File: config.mk
export PLATFORM = sky130hd
export DESIGN_NAME = tx_frame_ctrl
export DESIGN_NICKNAME = d
export VERILOG_FILES = /design/src/rtl/tx_frame_ctrl.sv
export SDC_FILE = /design/constraint.sdc
export NUM_CORES = 1
export LEC_CHECK = 0
export ABC_CLOCK_PERIOD_IN_PS = 5800
export BUFFER_PORTS_ARGS = -buffer_cell sky130_fd_sc_hd__buf_2
export CORE_MARGIN = 2
export CORE_UTILIZATION = 45
export DETAILED_ROUTE_END_ITERATION = 10
export HOLD_SLACK_MARGIN = 0.03
export PLACE_DENSITY_LB_ADDON = 0.12
export SLEW_MARGIN = 10
export SYNTH_ARGS = -nofsm -noshare
export SYNTH_HDL_FRONTEND = slang
export SYNTH_SLANG_ARGS = --single-unit
File: constraint.sdc
create_clock -name clk_80 -period 5.8 [get_ports clk_80]
set_input_delay 0.87 -clock clk_80 [delete_from_list [all_inputs] [get_ports clk_80]]
set_output_delay 0.87 -clock clk_80 [all_outputs]
set_load 0.01 [all_outputs]
File: src/rtl/tx_frame_ctrl.sv
// tx_frame_ctrl -- OFDM transmit frame sequencer.
//
// A frame is num_sym payload symbols. Each symbol takes SYM_LEN clk_80 slots,
// and the PRBS source is asked for bits during the first BIT_WIN of them.
// GAP_SYMS idle symbol slots follow, and then a one-cycle DONE.
//
// Ports
//   clk_80     in   1   80 MHz clock
//   rst_n      in   1   synchronous active-low reset
//   start      in   1   single-cycle frame request (accepted only in IDLE)
//   num_sym    in   8   symbols in the frame, sampled with start
//   abort      in   1   ends the frame after the current symbol
//   trig_en    out  1   registered bit-request enable to the PRBS source
//   sym_start  out  1   pulse on slot 0 of each payload symbol
//   sym_idx    out  8   current payload symbol index
//   last_sym   out  1   high throughout the final payload symbol
//   busy       out  1   frame in progress (state != IDLE)
//   done       out  1   frame-complete pulse
//   aborted    out  1   with done: the frame was cut short
//   err        out  1   pulse after a start with num_sym == 0
//   frame_cnt  out  16  completed frames, wraps
module tx_frame_ctrl #(
    parameter int SYM_LEN  = 320,
    parameter int BIT_WIN  = 192,
    parameter int GAP_SYMS = 2
) (
    input  logic        clk_80,
    input  logic        rst_n,
    input  logic        start,
    input  logic [7:0]  num_sym,
    input  logic        abort,
    output logic        trig_en,
    output logic        sym_start,
    output logic [7:0]  sym_idx,
    output logic        last_sym,
    output logic        busy,
    output logic        done,
    output logic        aborted,
    output logic        err,
    output logic [15:0] frame_cnt
);

    localparam int SW      = (SYM_LEN > 1) ? $clog2(SYM_LEN) : 1;
    localparam int GAP_LEN = GAP_SYMS * SYM_LEN;
    localparam int GW      = (GAP_LEN > 1) ? $clog2(GAP_LEN) : 1;

    typedef enum logic [1:0] {IDLE, SYMBOL, GAP, DONE} state_t;

    state_t          r_state, w_nstate;
    logic [SW-1:0]   r_slot, w_nslot;
    logic [GW-1:0]   r_gap, w_ngap;
    logic [7:0]      r_sym, w_nsym;
    logic [7:0]      r_nlat, w_nnlat;
    logic            r_pend, w_npend;
    logic [15:0]     r_fcnt, w_nfcnt;
    logic            r_trig, w_ntrig;
    logic            r_err, w_err;
    logic            w_last;

    // n_lat is never 0 while in SYMBOL, so the wrap of n_lat-1 at 0 is harmless
    assign w_last = (r_sym == r_nlat - 8'd1);

    always_comb begin
        w_nstate = r_state;
        w_nslot  = r_slot;
        w_ngap   = r_gap;
        w_nsym   = r_sym;
        w_nnlat  = r_nlat;
        w_npend  = r_pend;
        w_nfcnt  = r_fcnt;
        w_err    = 1'b0;
        case (r_state)
            IDLE: begin
                if (start) begin
                    if (num_sym != 8'd0) begin
                        w_nnlat  = num_sym;
                        w_nsym   = 8'd0;
                        w_nslot  = '0;
                        w_npend  = 1'b0;
                        w_nstate = SYMBOL;
                    end else begin
                        w_err = 1'b1;
                    end
                end
            end
            SYMBOL: begin
                if (abort)
                    w_npend = 1'b1;
                if (r_slot == SW'(SYM_LEN - 1)) begin
                    w_nslot = '0;
                    // abort in the last slot takes effect on this very boundary
                    if (w_last || r_pend || abort) begin
                        w_ngap   = '0;
                        w_nstate = (GAP_SYMS > 0) ? GAP : DONE;
                    end else begin
                        w_nsym = r_sym + 8'd1;
                    end
                end else begin
                    w_nslot = r_slot + SW'(1);
                end
            end
            GAP: begin
                if (r_gap == GW'(GAP_LEN - 1))
                    w_nstate = DONE;
                else
                    w_ngap = r_gap + GW'(1);
            end
            DONE: begin
                w_nfcnt  = r_fcnt + 16'd1;
                w_npend  = 1'b0;
                w_nstate = IDLE;
            end
            default: w_nstate = IDLE;
        endcase
        // trig_en is registered, so it is computed from the next-cycle state
        w_ntrig = (w_nstate == SYMBOL) && (w_nslot < SW'(BIT_WIN));
    end

    always_ff @(posedge clk_80) begin
        if (!rst_n) begin
            r_state <= IDLE;
            r_slot  <= '0;
            r_gap   <= '0;
            r_sym   <= 8'd0;
            r_nlat  <= 8'd0;
            r_pend  <= 1'b0;
            r_fcnt  <= 16'd0;
            r_trig  <= 1'b0;
            r_err   <= 1'b0;
        end else begin
            r_state <= w_nstate;
            r_slot  <= w_nslot;
            r_gap   <= w_ngap;
            r_sym   <= w_nsym;
            r_nlat  <= w_nnlat;
            r_pend  <= w_npend;
            r_fcnt  <= w_nfcnt;
            r_trig  <= w_ntrig;
            r_err   <= w_err;
        end
    end

    assign trig_en   = r_trig;
    assign sym_start = (r_state == SYMBOL) && (r_slot == '0);
    assign sym_idx   = r_sym;
    assign last_sym  = (r_state == SYMBOL) && w_last;
    assign busy      = (r_state != IDLE);
    assign done      = (r_state == DONE);
    assign aborted   = (r_state == DONE) && r_pend;
    assign err       = r_err;
    assign frame_cnt = r_fcnt;

endmodule

# Yosys cells after proc, flatten, opt, wreduce, memory -nomap -nowiden
# Index checks and enable logic that the tools add are counted.
dict set report totals {
  input_bits 12
  out_inout_bits 31
  wordCells 71
  regBits 56
}
dict set report classes {
  mux 24
  eq_ne 14
  addsub 5
  reduce_logical 18
  magnitude_cmp 1
}
# op n
set ops {}
lappend ops {{two-way mux 8 bit} 4}
lappend ops {{two-way mux 10 bit} 3}
lappend ops {{two-way mux 9 bit} 3}
lappend ops {{case mux 10 bit (2 select lines)} 1}
lappend ops {{case mux 9 bit (2 select lines)} 1}
lappend ops {{adder 16 x 1 -> 16 bit (second input constant)} 1}
lappend ops {{case mux 8 bit (2 select lines)} 1}
lappend ops {{!= test 2 bit (second input constant)} 7}
lappend ops {{adder 10 x 1 -> 10 bit (second input constant)} 1}
lappend ops {{equality test 10 bit (second input constant)} 1}
lappend ops {{two-way mux 2 bit} 5}
lappend ops {{adder 9 x 1 -> 9 bit (second input constant)} 1}
lappend ops {{equality test 9 bit (second input constant)} 1}
lappend ops {{logical NOT 9 bit} 1}
lappend ops {{less-than comparator 9 x 8 -> 1 bit (second input constant)} 1}
lappend ops {{adder 8 x 1 -> 8 bit (second input constant)} 1}
lappend ops {{equality test 8 bit} 1}
lappend ops {{case mux 2 bit (4 select lines)} 1}
lappend ops {{AND reduction 4 bit} 2}
lappend ops {{nonzero test 8 bit} 1}
lappend ops {{subtractor 8 x 1 -> 8 bit (second input constant)} 1}
lappend ops {{AND reduction 3 bit} 2}
lappend ops {{nonzero test 2 bit} 3}
lappend ops {{AND reduction 5 bit} 1}
lappend ops {{8 further kinds} 17}

# Logic depth before layout (Yosys ltp)
dict set report depth {
  word_depth 9
  mapped_depth 12
  mapped_depth_nobuf 9
}

# Worst setup path after synthesis
# Ideal clock, no wire load.
dict set report synth_path {
  path_kind {register to output}
  startpoint {register r_nlat[0]}
  endpoint {output port last_sym}
  arrival_ns 1.995
  t_required_ns 4.930
  n_path_buf 2
  slack_ns 2.935
  path_stages_with_launch 10
  path_cell_list {dfxtp_1 clkbuf_1 inv_1 ha_1 clkbuf_2 o21ba_1 a221oi_1 a41oi_1 a211oi_4 and2_2}
}
dict set report synth_between {
  elab_chain_len 3
}
# item line_no
set synth_rtl {}
lappend synth_rtl {{start, declared} 53} ;# logic [7:0] r_nlat, w_nnlat;
lappend synth_rtl {{start signal, assigned} 135} ;# r_nlat <= w_nnlat;
lappend synth_rtl {{subtractor 8 x 1 -> 8 bit} 61} ;# assign w_last = (r_sym == r_nlat - 8'd1);
lappend synth_rtl {{equality test 8 bit} 61}
lappend synth_rtl {{logical AND 1 bit} 146} ;# assign last_sym = (r_state == SYMBOL) && w_last;
lappend synth_rtl {{end, declared} 35} ;# output logic last_sym,
# No other way between the ends.

# Final worst setup path
# Ends and elaborated chain as after synthesis.

==> results.toml <==
[worst_hold_path]
holdPathEnd = "r_nlat[7]"
worstHoldPathType = "reg2reg"
worstHoldStart = "r_nlat[7]"
holdPathStages = 2

[power_and_ir_drop]
p_comb_frac = 0.112
power_density_nw_per_um2 = 218
p_leak_uw = 0.00131
swShare = 0.280
power_switching_uw = 200
ir_worst_vdd_mv = 0.120
p_clk_frac = 0.321
seq_power_share = 0.566
intPower_uw = 512
power.total_uw = 712

[floorplan]
io_pins = 43
rows = 29
die_w_microns = 84.5
initial_utilization = 0.462
die-area_sq_um = 7150
die_h_microns = 84.5
core-area_sq_um = 6310

[clock_tree]
clock_sinks = 56
clkTransAtPathRegs_ps = 100
root_buffer = "clkbuf_8"
cts_setup_buffers = 0
post_cts_resized = 0
cts.htree.levels = 2
cts_hold_buf = 0
cts_buffers = 5
cts_tree = "built"
cts_buffer_depth = 2
clock_latency_ps = 320

[placement]
dp_hpwl_mm = 4.73
place.gp.congestion = 0.842
placed_area_sq_um = 3170
placement.io_buffers = 42

[drt]
viasPerCell = 5.58
dr.pass1.iters = 5
route.detailed.drc = 0
vias = 2633
drt_iter0_markers = 108
wl_per_cell_microns = 13.6
final_antenna_net_count = 0
drt_wl_total_mm = 6.44

[setup_path]
critPathArrivalTime_ps = 2510
r2r_cells = 9
reg2reg_setup_slack_ps = 2890
cp-end-kind = "output port"
criticalPathCategory = "reg2out"
start_kind = "register"
required_ps = 4930
r2r_start = "r_nlat[0]"
rr_endpoint = "trig_en"
worstPathMaxFanout = 8

[global_route]
grt_overflow = 0
grt_pass1_wl_mm = 11.1
grt_use_total = 0.187
grt_pass1_vias = 2414
antenna_found_initial = 0
grt_max_degree = 38

[synth]
yosysWarnings = 0
yosys-top-cells-count = "56 x dfxtp_1, 53 x nor2_1, 37 x nand2_1"
synth_enable_flop_cells = 0
yosysTopAreaCellShare = 0.384
ys.flop_type = "dfxtp_1"
syn_area_per_cell_sq_um = 8.18
synth-seq-cells = 56
synthArstFlopShare = 0
synthesis.nets = 375
synthesis.area_sq_um = 2920
synth_area_leaders = "dfxtp_1 38%, nor2_1 6.8%, xor2_1 5.1%"
yosysTopAreaCell = "dfxtp_1"
synth.most_common_cell = "dfxtp_1"
synth-seq-area-share = 0.384
postSynthCellCount = 357
yosys.cell_types.count = 49

[timing]
setup_violations = 0
fin_skew_ps = 12.3
hold_violations = 0
timing.slew.headroom = 0.392
max_freq_mhz = 296
holdWs_ps = 480
worst_slew_pin_slew_ps = 906
post-route-period-util = 0.583
period_needed_ps = 3380
rsz0062_at_grt = "false"
drv_slew = 0
fin_tns_setup_ps = 0

[run]
timing.max_cap.violations = 0

[cells_and_area]
final_util = 0.517
area_delta_synth_final_pct = 11.9
nets = 412
drive_gt1_frac = 0.152
stdcell_area_sq_um = 3270
antennaDiodeCount = 0
fillCellCount = 654

[outcome]
outcome = "complete, no violations"
[routing by layer]
layer / vias to the layer above / wire [microns] / GRT usage
met2: 57 / 2990 / 0.306
met1: 1232 / 3090 / 0.248
met5: - / 0 / 0
li1: 1336 / - / -
met3: 8 / 290 / 0.0433
met4: 0 / 71 / 0.0548
[worst max-delay path by stage]
stage / startpoint / end / slack (ps) / cells past startpoint
6_report: r_nlat[0] / last_sym / 2420 / 8
5_1_grt: r_nlat[0] / last_sym / 2170 / 8
4_1_cts: r_nlat[0] / last_sym / 2390 / 8
3_5_place_dp: num_sym[4] / sym_idx[7] / 2580 / 6
3_3_place_gp: num_sym[4] / sym_idx[7] / 2640 / 6
2_1_floorplan: r_nlat[0] / last_sym / 2940 / 9
[placed cells by master (no fill, tap or decap), types with 7 or more instances in the layout]
cell type  netlist  layout
inv_1            8       8
nand2b_1         7       7
nand4_1         12      12
nor2_1          53      53
buf_2            0      42
and3_1          11      11
a21oi_1         23      23
xor2_1          17      17
dfxtp_1         56      56
xnor2_1         14      14
nand2_1         37      37
nor3_1           9       9
nand3_1         16      16
[state kept, by name, indices dropped and copies added, names as in the netlist]
register,count
r_gap,10
r_slot,9
r_pend,1
frame_cnt,16
trig_en,1
r_nlat,8
err,1
sym_idx,8
r_state,2
[layout make-up]
type / count / area [sq um] / area share
multi-input combinational: 280 / 1710 / 0.524
sequential: 56 / 1120 / 0.343
timing repair buffer: 42 / 210 / 0.0644
tap: 77 / 96.3 / 0.0295
clock buffer: 5 / 68.8 / 0.0211
inverter: 9 / 33.8 / 0.0103
clock inverter: 3 / 25.0 / 0.00766
[worst max-delay path, stage by stage, from the launching register on]
cell      delay [ps]
dfxtp_1          460
inv_1             80
ha_1             300
o21ba_1          200
a221oi_1         290
a41oi_1          110
a211oi_4         410
and2_2           220
buf_2            120
[power by group through the flow]
stage                     clock, uW  sequential [uW]  combinational, uW
after floorplan                   0              408               61.7
after global placement            0              412               78.9
after detailed placement          0              412               80.3
after CTS                       237              403               80.5
after global routing            250              405               90.9
final                           229              403               80.1
[cells by family after synthesis]
kind of cell / share of synthesized area
compound gates: 0.148
simple gates: 0.299
fa+ha+maj: 0.0257
buf+inv: 0.0300
xor+xnor: 0.0930
flops: 0.384
mux: 0.0206
[through the flow]
| stage | setup slack (ps) | instances |
|---|---|---|
| 3_3_place_gp | 2640 | 464 |
| 3_5_place_dp | 2580 | 464 |
| 4_1_cts | 2390 | 472 |
| 6_report | 2420 | 472 |
| 2_1_floorplan | 2940 | 357 |
| 5_1_grt | 2170 | 472 |
Note: power is estimated with default switching activity, not from simulation.
